$ cat src/rtl/paddle_if.sv
`default_nettype none
// ============================================================================
// Module      : paddle_if
// Description : Bundles the board-button, ball-state and paddle-position
//               signals exchanged between the board/ball engine and
//               paddle_ctrl.
// Revision    : 1.0 - initial release
// ============================================================================
interface paddle_if;
    logic       refresh_tick;
    logic       btn1_up;
    logic       btn1_down;
    logic       btn2_up;
    logic       btn2_down;
    logic       ai_enable;
    logic [9:0] ball_y;
    logic [9:0] ball_dx;
    logic       game_over;
    logic [9:0] paddle1_y;
    logic [9:0] paddle2_y;

    // Board / ball-engine side: drives buttons and ball state, consumes paddles
    modport master (
        output refresh_tick, btn1_up, btn1_down, btn2_up, btn2_down,
        output ai_enable, ball_y, ball_dx, game_over,
        input  paddle1_y, paddle2_y
    );

    // Paddle controller side
    modport slave (
        input  refresh_tick, btn1_up, btn1_down, btn2_up, btn2_down,
        input  ai_enable, ball_y, ball_dx, game_over,
        output paddle1_y, paddle2_y
    );
endinterface
`default_nettype wire

$ cat src/rtl/paddle_ctrl.sv
`default_nettype none
// ============================================================================
// Module      : paddle_ctrl
// Description : Produces both paddle positions once per refresh tick.
//               Player 1 follows debounced buttons; player 2 follows either
//               debounced buttons or a lagged ball-tracking opponent.
// Revision    : 1.0 - initial release
// ============================================================================
module paddle_ctrl #(
    parameter int TOP_MARGIN   = 25,
    parameter int SCREEN_H     = 480,
    parameter int PADDLE_H     = 72,
    parameter int PADDLE_SPEED = 4,
    parameter int DEBOUNCE_N   = 16,
    parameter int AI_LAG       = 4,
    parameter int AI_DEADBAND  = 4
) (
    input  wire logic clk,
    input  wire logic reset,
    paddle_if.slave   bus
);

    localparam int               c_Y_MAX_I  = SCREEN_H - TOP_MARGIN - PADDLE_H;
    localparam logic [9:0]       c_Y_MAX    = 10'(c_Y_MAX_I);
    localparam logic [9:0]       c_Y_RST    = 10'(c_Y_MAX_I / 2);
    // Ball row that puts the paddle centre on the reset position
    localparam logic [9:0]       c_DL_RST   = 10'(c_Y_MAX_I / 2 + TOP_MARGIN + PADDLE_H / 2);
    localparam logic [10:0]      c_SPEED    = 11'(PADDLE_SPEED);
    localparam logic signed [11:0] c_SPEED_S  = 12'(PADDLE_SPEED);
    localparam logic signed [11:0] c_DEADBAND = 12'(AI_DEADBAND);
    localparam logic signed [11:0] c_TGT_OFS  = 12'(TOP_MARGIN + PADDLE_H / 2);
    localparam int               c_CNT_W    = $clog2(DEBOUNCE_N + 1);

    // ------------------------------------------------------------------
    // Button conditioning: bit order {btn2_down, btn2_up, btn1_down, btn1_up}
    // ------------------------------------------------------------------
    logic [3:0] w_btn_raw;
    logic [3:0] r_sync1;
    logic [3:0] r_sync2;
    logic [3:0] w_db;

    assign w_btn_raw = {bus.btn2_down, bus.btn2_up, bus.btn1_down, bus.btn1_up};

    // Two-stage synchronizer for the raw asynchronous buttons
    always_ff @(posedge clk or posedge reset) begin
        if (reset) begin
            r_sync1 <= '0;
            r_sync2 <= '0;
        end else begin
            r_sync1 <= w_btn_raw;
            r_sync2 <= r_sync1;
        end
    end

    for (genvar gi = 0; gi < 4; gi++) begin : g_debounce
        logic [c_CNT_W-1:0] r_cnt;
        logic               r_db;

        // Accept a new level only after it has persisted DEBOUNCE_N cycles
        always_ff @(posedge clk or posedge reset) begin
            if (reset) begin
                r_cnt <= '0;
                r_db  <= 1'b0;
            end else if (r_sync2[gi] == r_db) begin
                r_cnt <= '0;
            end else if (r_cnt == c_CNT_W'(DEBOUNCE_N - 1)) begin
                r_db  <= r_sync2[gi];
                r_cnt <= '0;
            end else begin
                r_cnt <= r_cnt + 1'b1;
            end
        end

        assign w_db[gi] = r_db;
    end

    // ------------------------------------------------------------------
    // Button-driven movement with saturation at both playfield edges
    // ------------------------------------------------------------------
    function automatic logic [9:0] f_move(input logic [9:0] y,
                                          input logic       up,
                                          input logic       dn);
        logic [10:0] y11;
        y11 = {1'b0, y};
        if (up && !dn) begin
            f_move = (y11 >= c_SPEED) ? 10'(y11 - c_SPEED) : 10'd0;
        end else if (dn && !up) begin
            f_move = ((y11 + c_SPEED) <= {1'b0, c_Y_MAX}) ? 10'(y11 + c_SPEED) : c_Y_MAX;
        end else begin
            f_move = y;
        end
    endfunction

    // ------------------------------------------------------------------
    // AI: ball_y delay line and tracking step
    // ------------------------------------------------------------------
    logic [9:0]        r_dl [AI_LAG];
    logic [9:0]        r_p1;
    logic [9:0]        r_p2;
    logic [9:0]        w_dl_old;
    logic signed [11:0] w_tgt_raw;
    logic signed [11:0] w_tgt;
    logic signed [11:0] w_diff;
    logic signed [11:0] w_abs;
    logic signed [11:0] w_step;
    logic [9:0]        w_ai_next;
    logic              w_unused_dx;

    assign w_dl_old    = r_dl[AI_LAG-1];
    assign w_unused_dx = ^bus.ball_dx[8:0];

    // Ball history shifts on every tick, even while frozen or in button mode
    always_ff @(posedge clk or posedge reset) begin
        if (reset) begin
            for (int i = 0; i < AI_LAG; i++) begin
                r_dl[i] <= c_DL_RST;
            end
        end else if (bus.refresh_tick) begin
            r_dl[0] <= bus.ball_y;
            for (int i = 1; i < AI_LAG; i++) begin
                r_dl[i] <= r_dl[i-1];
            end
        end
    end

    // Target selection and bounded step toward it; ball moving away recentres
    always_comb begin
        w_tgt_raw = $signed({2'b00, w_dl_old}) - c_TGT_OFS;
        w_tgt     = w_tgt_raw;
        if (bus.ball_dx[9]) begin
            w_tgt = $signed({2'b00, c_Y_RST});
        end else if (w_tgt_raw < 12'sd0) begin
            w_tgt = 12'sd0;
        end else if (w_tgt_raw > $signed({2'b00, c_Y_MAX})) begin
            w_tgt = $signed({2'b00, c_Y_MAX});
        end
        w_diff = w_tgt - $signed({2'b00, r_p2});
        w_abs  = (w_diff < 12'sd0) ? -w_diff : w_diff;
        w_step = (w_abs > c_SPEED_S) ? c_SPEED_S : w_abs;
        if (w_abs <= c_DEADBAND) begin
            w_ai_next = r_p2;
        end else if (w_diff < 12'sd0) begin
            w_ai_next = r_p2 - w_step[9:0];
        end else begin
            w_ai_next = r_p2 + w_step[9:0];
        end
    end

    // Paddle position registers, advanced on unfrozen ticks only
    always_ff @(posedge clk or posedge reset) begin
        if (reset) begin
            r_p1 <= c_Y_RST;
            r_p2 <= c_Y_RST;
        end else if (bus.refresh_tick && !bus.game_over) begin
            r_p1 <= f_move(r_p1, w_db[0], w_db[1]);
            r_p2 <= bus.ai_enable ? w_ai_next : f_move(r_p2, w_db[2], w_db[3]);
        end
    end

    assign bus.paddle1_y = r_p1;
    assign bus.paddle2_y = r_p2;

endmodule
`default_nettype wire
$ cat src/flat_wrapper.sv
// flat-port wrapper written by rule: the top's interface ports become plain ports
module paddle_ctrl_flat 
#(
    parameter int TOP_MARGIN   = 25,
    parameter int SCREEN_H     = 480,
    parameter int PADDLE_H     = 72,
    parameter int PADDLE_SPEED = 4,
    parameter int DEBOUNCE_N   = 16,
    parameter int AI_LAG       = 4,
    parameter int AI_DEADBAND  = 4
)
  (clk, reset, bus_refresh_tick, bus_btn1_up, bus_btn1_down, bus_btn2_up, bus_btn2_down, bus_ai_enable, bus_ball_y, bus_ball_dx, bus_game_over, bus_paddle1_y, bus_paddle2_y);
  paddle_if bus_i ();
  input  wire logic clk;
  input  wire logic reset;
  input wire logic [$bits(bus_i.refresh_tick)-1:0] bus_refresh_tick;
  input wire logic [$bits(bus_i.btn1_up)-1:0] bus_btn1_up;
  input wire logic [$bits(bus_i.btn1_down)-1:0] bus_btn1_down;
  input wire logic [$bits(bus_i.btn2_up)-1:0] bus_btn2_up;
  input wire logic [$bits(bus_i.btn2_down)-1:0] bus_btn2_down;
  input wire logic [$bits(bus_i.ai_enable)-1:0] bus_ai_enable;
  input wire logic [$bits(bus_i.ball_y)-1:0] bus_ball_y;
  input wire logic [$bits(bus_i.ball_dx)-1:0] bus_ball_dx;
  input wire logic [$bits(bus_i.game_over)-1:0] bus_game_over;
  output wire logic [$bits(bus_i.paddle1_y)-1:0] bus_paddle1_y;
  output wire logic [$bits(bus_i.paddle2_y)-1:0] bus_paddle2_y;
  assign bus_i.refresh_tick = bus_refresh_tick;
  assign bus_i.btn1_up = bus_btn1_up;
  assign bus_i.btn1_down = bus_btn1_down;
  assign bus_i.btn2_up = bus_btn2_up;
  assign bus_i.btn2_down = bus_btn2_down;
  assign bus_i.ai_enable = bus_ai_enable;
  assign bus_i.ball_y = bus_ball_y;
  assign bus_i.ball_dx = bus_ball_dx;
  assign bus_i.game_over = bus_game_over;
  assign bus_paddle1_y = bus_i.paddle1_y;
  assign bus_paddle2_y = bus_i.paddle2_y;
  paddle_ctrl #(.TOP_MARGIN(TOP_MARGIN), .SCREEN_H(SCREEN_H), .PADDLE_H(PADDLE_H), .PADDLE_SPEED(PADDLE_SPEED), .DEBOUNCE_N(DEBOUNCE_N), .AI_LAG(AI_LAG), .AI_DEADBAND(AI_DEADBAND)) u_core (.clk(clk), .reset(reset), .bus(bus_i));
endmodule
$ cat config.mk
export PLATFORM = sky130hd
export DESIGN_NAME = paddle_ctrl_flat
export DESIGN_NICKNAME = d
export VERILOG_FILES = /design/src/rtl/paddle_if.sv /design/src/rtl/paddle_ctrl.sv /design/src/flat_wrapper.sv
export SDC_FILE = /design/constraint.sdc
export NUM_CORES = 1
export LEC_CHECK = 0
export CORE_ASPECT_RATIO = 2
export CORE_MARGIN = 3
export CORE_UTILIZATION = 40
export DETAILED_ROUTE_END_ITERATION = 16
export PLACE_DENSITY = 0.68
export RECOVER_POWER = 50
export SLEW_MARGIN = 20
export SYNTH_ARGS = -nofsm -noshare
export SYNTH_HDL_FRONTEND = slang
export SYNTH_SLANG_ARGS = --single-unit
$ cat constraint.sdc
create_clock -name clk -period 8.2 [get_ports clk]
set_input_delay 1.64 -clock clk [delete_from_list [all_inputs] [get_ports clk]]
set_output_delay 1.64 -clock clk [all_outputs]
set_load 0.05 [all_outputs]
==> results.ini <==
[outcome]
outcome=complete, but fails checks
violations=max-capacitance violations, max-slew violations

[cells_and_area]
area_growth_syn_to_layout_pct=14.71
multiInputGateArea_sq_um=3551
regArea_sq_um=2323
final_nets=739
antenna_cells=0
fillers=1397
drive_gt1_frac=0.1799

[logic_synthesis]
yosysWarningCount=0
syn_inst=641
yosys.area.top_type_share=0.2221
syn_area_per_cell_sq_um=9.490
ys_ff_latch=91
synth.area.top_cells=dfrtp_1, dfstp_2, mux2_2, ha_1, a21oi_1
synth_cell_types=73
synth_ff_type=dfrtp_1
synth_top_area_cell=dfrtp_1
ys_top_cells_by_count=dfrtp_1, nor2_1, a21oi_1, mux2_2, nand2_1
syn_nets=707
syn_area_sq_um=6083
ys_seq_area_frac=0.3819
yosysMostFrequentCell=dfrtp_1
async_reset_ff_frac=1.000
synth-edff-count=0

[placement]
finalWeightedCongestion=0.8978
dp_hpwl_mm=10.92
port_buffers=39

[global_routing]
grt_max_degree=48
grt_remaining_overflow=0
grt_first_pass_wirelength_mm=23.93
antenna_found_initial=0
grt.total_usage=0.1785
first_global_vias=5088

[drt]
vias=4956
drtIter0Drc=172
via_per_inst=5.677
drt_first_pass_iters=5
routed_wl_mm=14.48
post_drt_wl_per_cell_microns=16.58
post-route-drc-count=0
detail-route-antenna-nets=0

[worst_setup_path]
worstPathMaxFanout=9
required_ns=8.43
crit_buf_inv=2
critical_path.max_stage_delay_ns=0.57
start_kind=input port
slowest_stage=clkdlybuf4s50_1
criticalPathCategory=input port to register
cp_top_family=compound AO/OA/AOI/OAI gates
worst-endpoint-arrival_ns=7.85
critPathCaptureType=register

[floorplan]
dieArea_sq_um=16810
initial_utilization=0.4083
row_count=63
fp.dieH_microns=180.4
core_area_sq_um=14900
die_w_microns=93.20
ioPinCount=49

[sta]
max_freq_ghz=0.1313
maxSlewViolCount=90
slew_headroom=-0.4328
finalSetupViolations=0
period_share=0.9285
tightestPinTransition_ns=2.149
rsz0062_at_grt=false
hold_viol_final=0
setup_tns_ns=0
skew_ns=0.008399
period_minus_slack_ns=7.614
whs_ns=0.3493

[cts]
cts.sinks=91
cts_hold_buf=0
clk_pin_slew_ns=0.07
ctsHtreeMaxLevel=3
cts-buffers-inserted=9
postCtsSetupBuffers=0
cts-resized-gates=0
clkLatencyLatePin_ns=0.35
cts_buffer_depth=2
cts_root_buf=clkbuf_16
cts_tree=yes

[power_and_ir_drop]
leakage_uw=0.002948
ir_worst_vdd_uv=185.6
powerDensity_nw_per_um2=352.3

[run]
max_cap_viol_count=2

[hold_path]
min_path_type=register to register

placed cells by master (no fill, tap or decap), types with 13 or more instances in the layout:
cell type,Yosys,layout
a21o_1,13,13
clkdlybuf4s50_1,0,33
dfrtp_1,54,54
dfstp_2,37,37
xor2_1,19,19
ha_1,35,35
nand2_1,39,39
nand3_1,26,26
nor2_1,46,46
a21oi_1,41,41
inv_1,28,27
nor3_1,15,15
o21ai_0,38,38
mux2_2,41,40
cells by family (layout without fill, tap and decap cells):
family / Yosys count / count (layout) / share of synthesized area
buf+inv: 56 / 93 / 0.03558
fa+ha+maj: 37 / 37 / 0.07857
other cells: 1 / 1 / 0.0006164
simple gates: 206 / 206 / 0.1793
xor+xnor: 30 / 30 / 0.04443
compound gates: 171 / 171 / 0.1905
mux: 49 / 49 / 0.08906
flops: 91 / 91 / 0.3819
report_power, final:
part | internal (uW) | leakage (uW) | total (uW) | switching [uW]
registers | 543 | 0.00107 | 649 | 106
logic | 571 | 0.00173 | 1390 | 819
clock network | 240 | 0.000149 | 419 | 179
per-layer routing:
| metal | global-route usage | part of all wire | vias up |
|---|---|---|---|
| met4 | 0.1274 | 0.057 | 0 |
| met2 | 0.3248 | 0.55 | 140 |
| met5 | 0 | 0 | - |
| li1 | - | - | 2405 |
| met1 | 0.1783 | 0.36 | 2359 |
| met3 | 0.02800 | 0.030 | 52 |
sequential cells by signal (all words and copies together) (netlist names):
signal / count
u_core.r_dl: 30
u_core.r_sync2: 4
u_core.r_sync1: 4
u_core.g_debounce.r_db: 4
u_core.w_dl_old: 10
u_core.g_debounce.r_cnt: 20
u_core.bus.paddle1_y: 9
u_core.bus.paddle2_y: 10
layout make-up:
class,instances,share of cell area
clock inverter,6,0.01040
clock buffer,10,0.03281
multi-input combinational,494,0.5089
sequential,91,0.3330
inverter,30,0.01632
timing repair buffer,47,0.06365
tap,195,0.03497
final timing paths:
| kind | start | to | slack, ns | cells after the start |
|---|---|---|---|---|
| max | bus_ball_dx[9] | u_core.bus.paddle2_y[9]$_DFFE_PP0P_ | 0.59 | 26 |
| min | u_core.r_sync1[3]$_DFF_PP0_ | u_core.r_sync2[3]$_DFF_PP0_ | 0.35 | 0 |
| max reg2reg | u_core.w_dl_old[0]$_DFFE_PP0P_ | u_core.bus.paddle2_y[9]$_DFFE_PP0P_ | 0.85 | 31 |
| min reg2reg | u_core.r_sync1[3]$_DFF_PP0_ | u_core.r_sync2[3]$_DFF_PP0_ | 0.35 | 0 |
| max in group asynchronous | reset | u_core.bus.paddle2_y[6]$_DFFE_PP0P_ | 4.70 | 3 |
| min in group asynchronous | reset | u_core.r_dl[10]$_DFFE_PP0P_ | 2.20 | 2 |
through the flow:
step | power [uW] | setup slack, ns | instance area (sq um) | instances | utilization
3_5_place_dp | 2026 | 0.2322 | 6670 | 857 | 0.4477
3_3_place_gp | 1996 | 0.3026 | 6670 | 857 | 0.4477
2_1_floorplan | 1679 | 1.182 | 6083 | 641 | -
5_1_grt | 2637 | 0.1019 | 6978 | 873 | 0.4684
4_1_cts | 2464 | 0.5818 | 6972 | 873 | 0.4680
6_report | 2459 | 0.5865 | 6978 | 873 | 0.4684
Note: power is estimated with default switching activity, not from simulation.
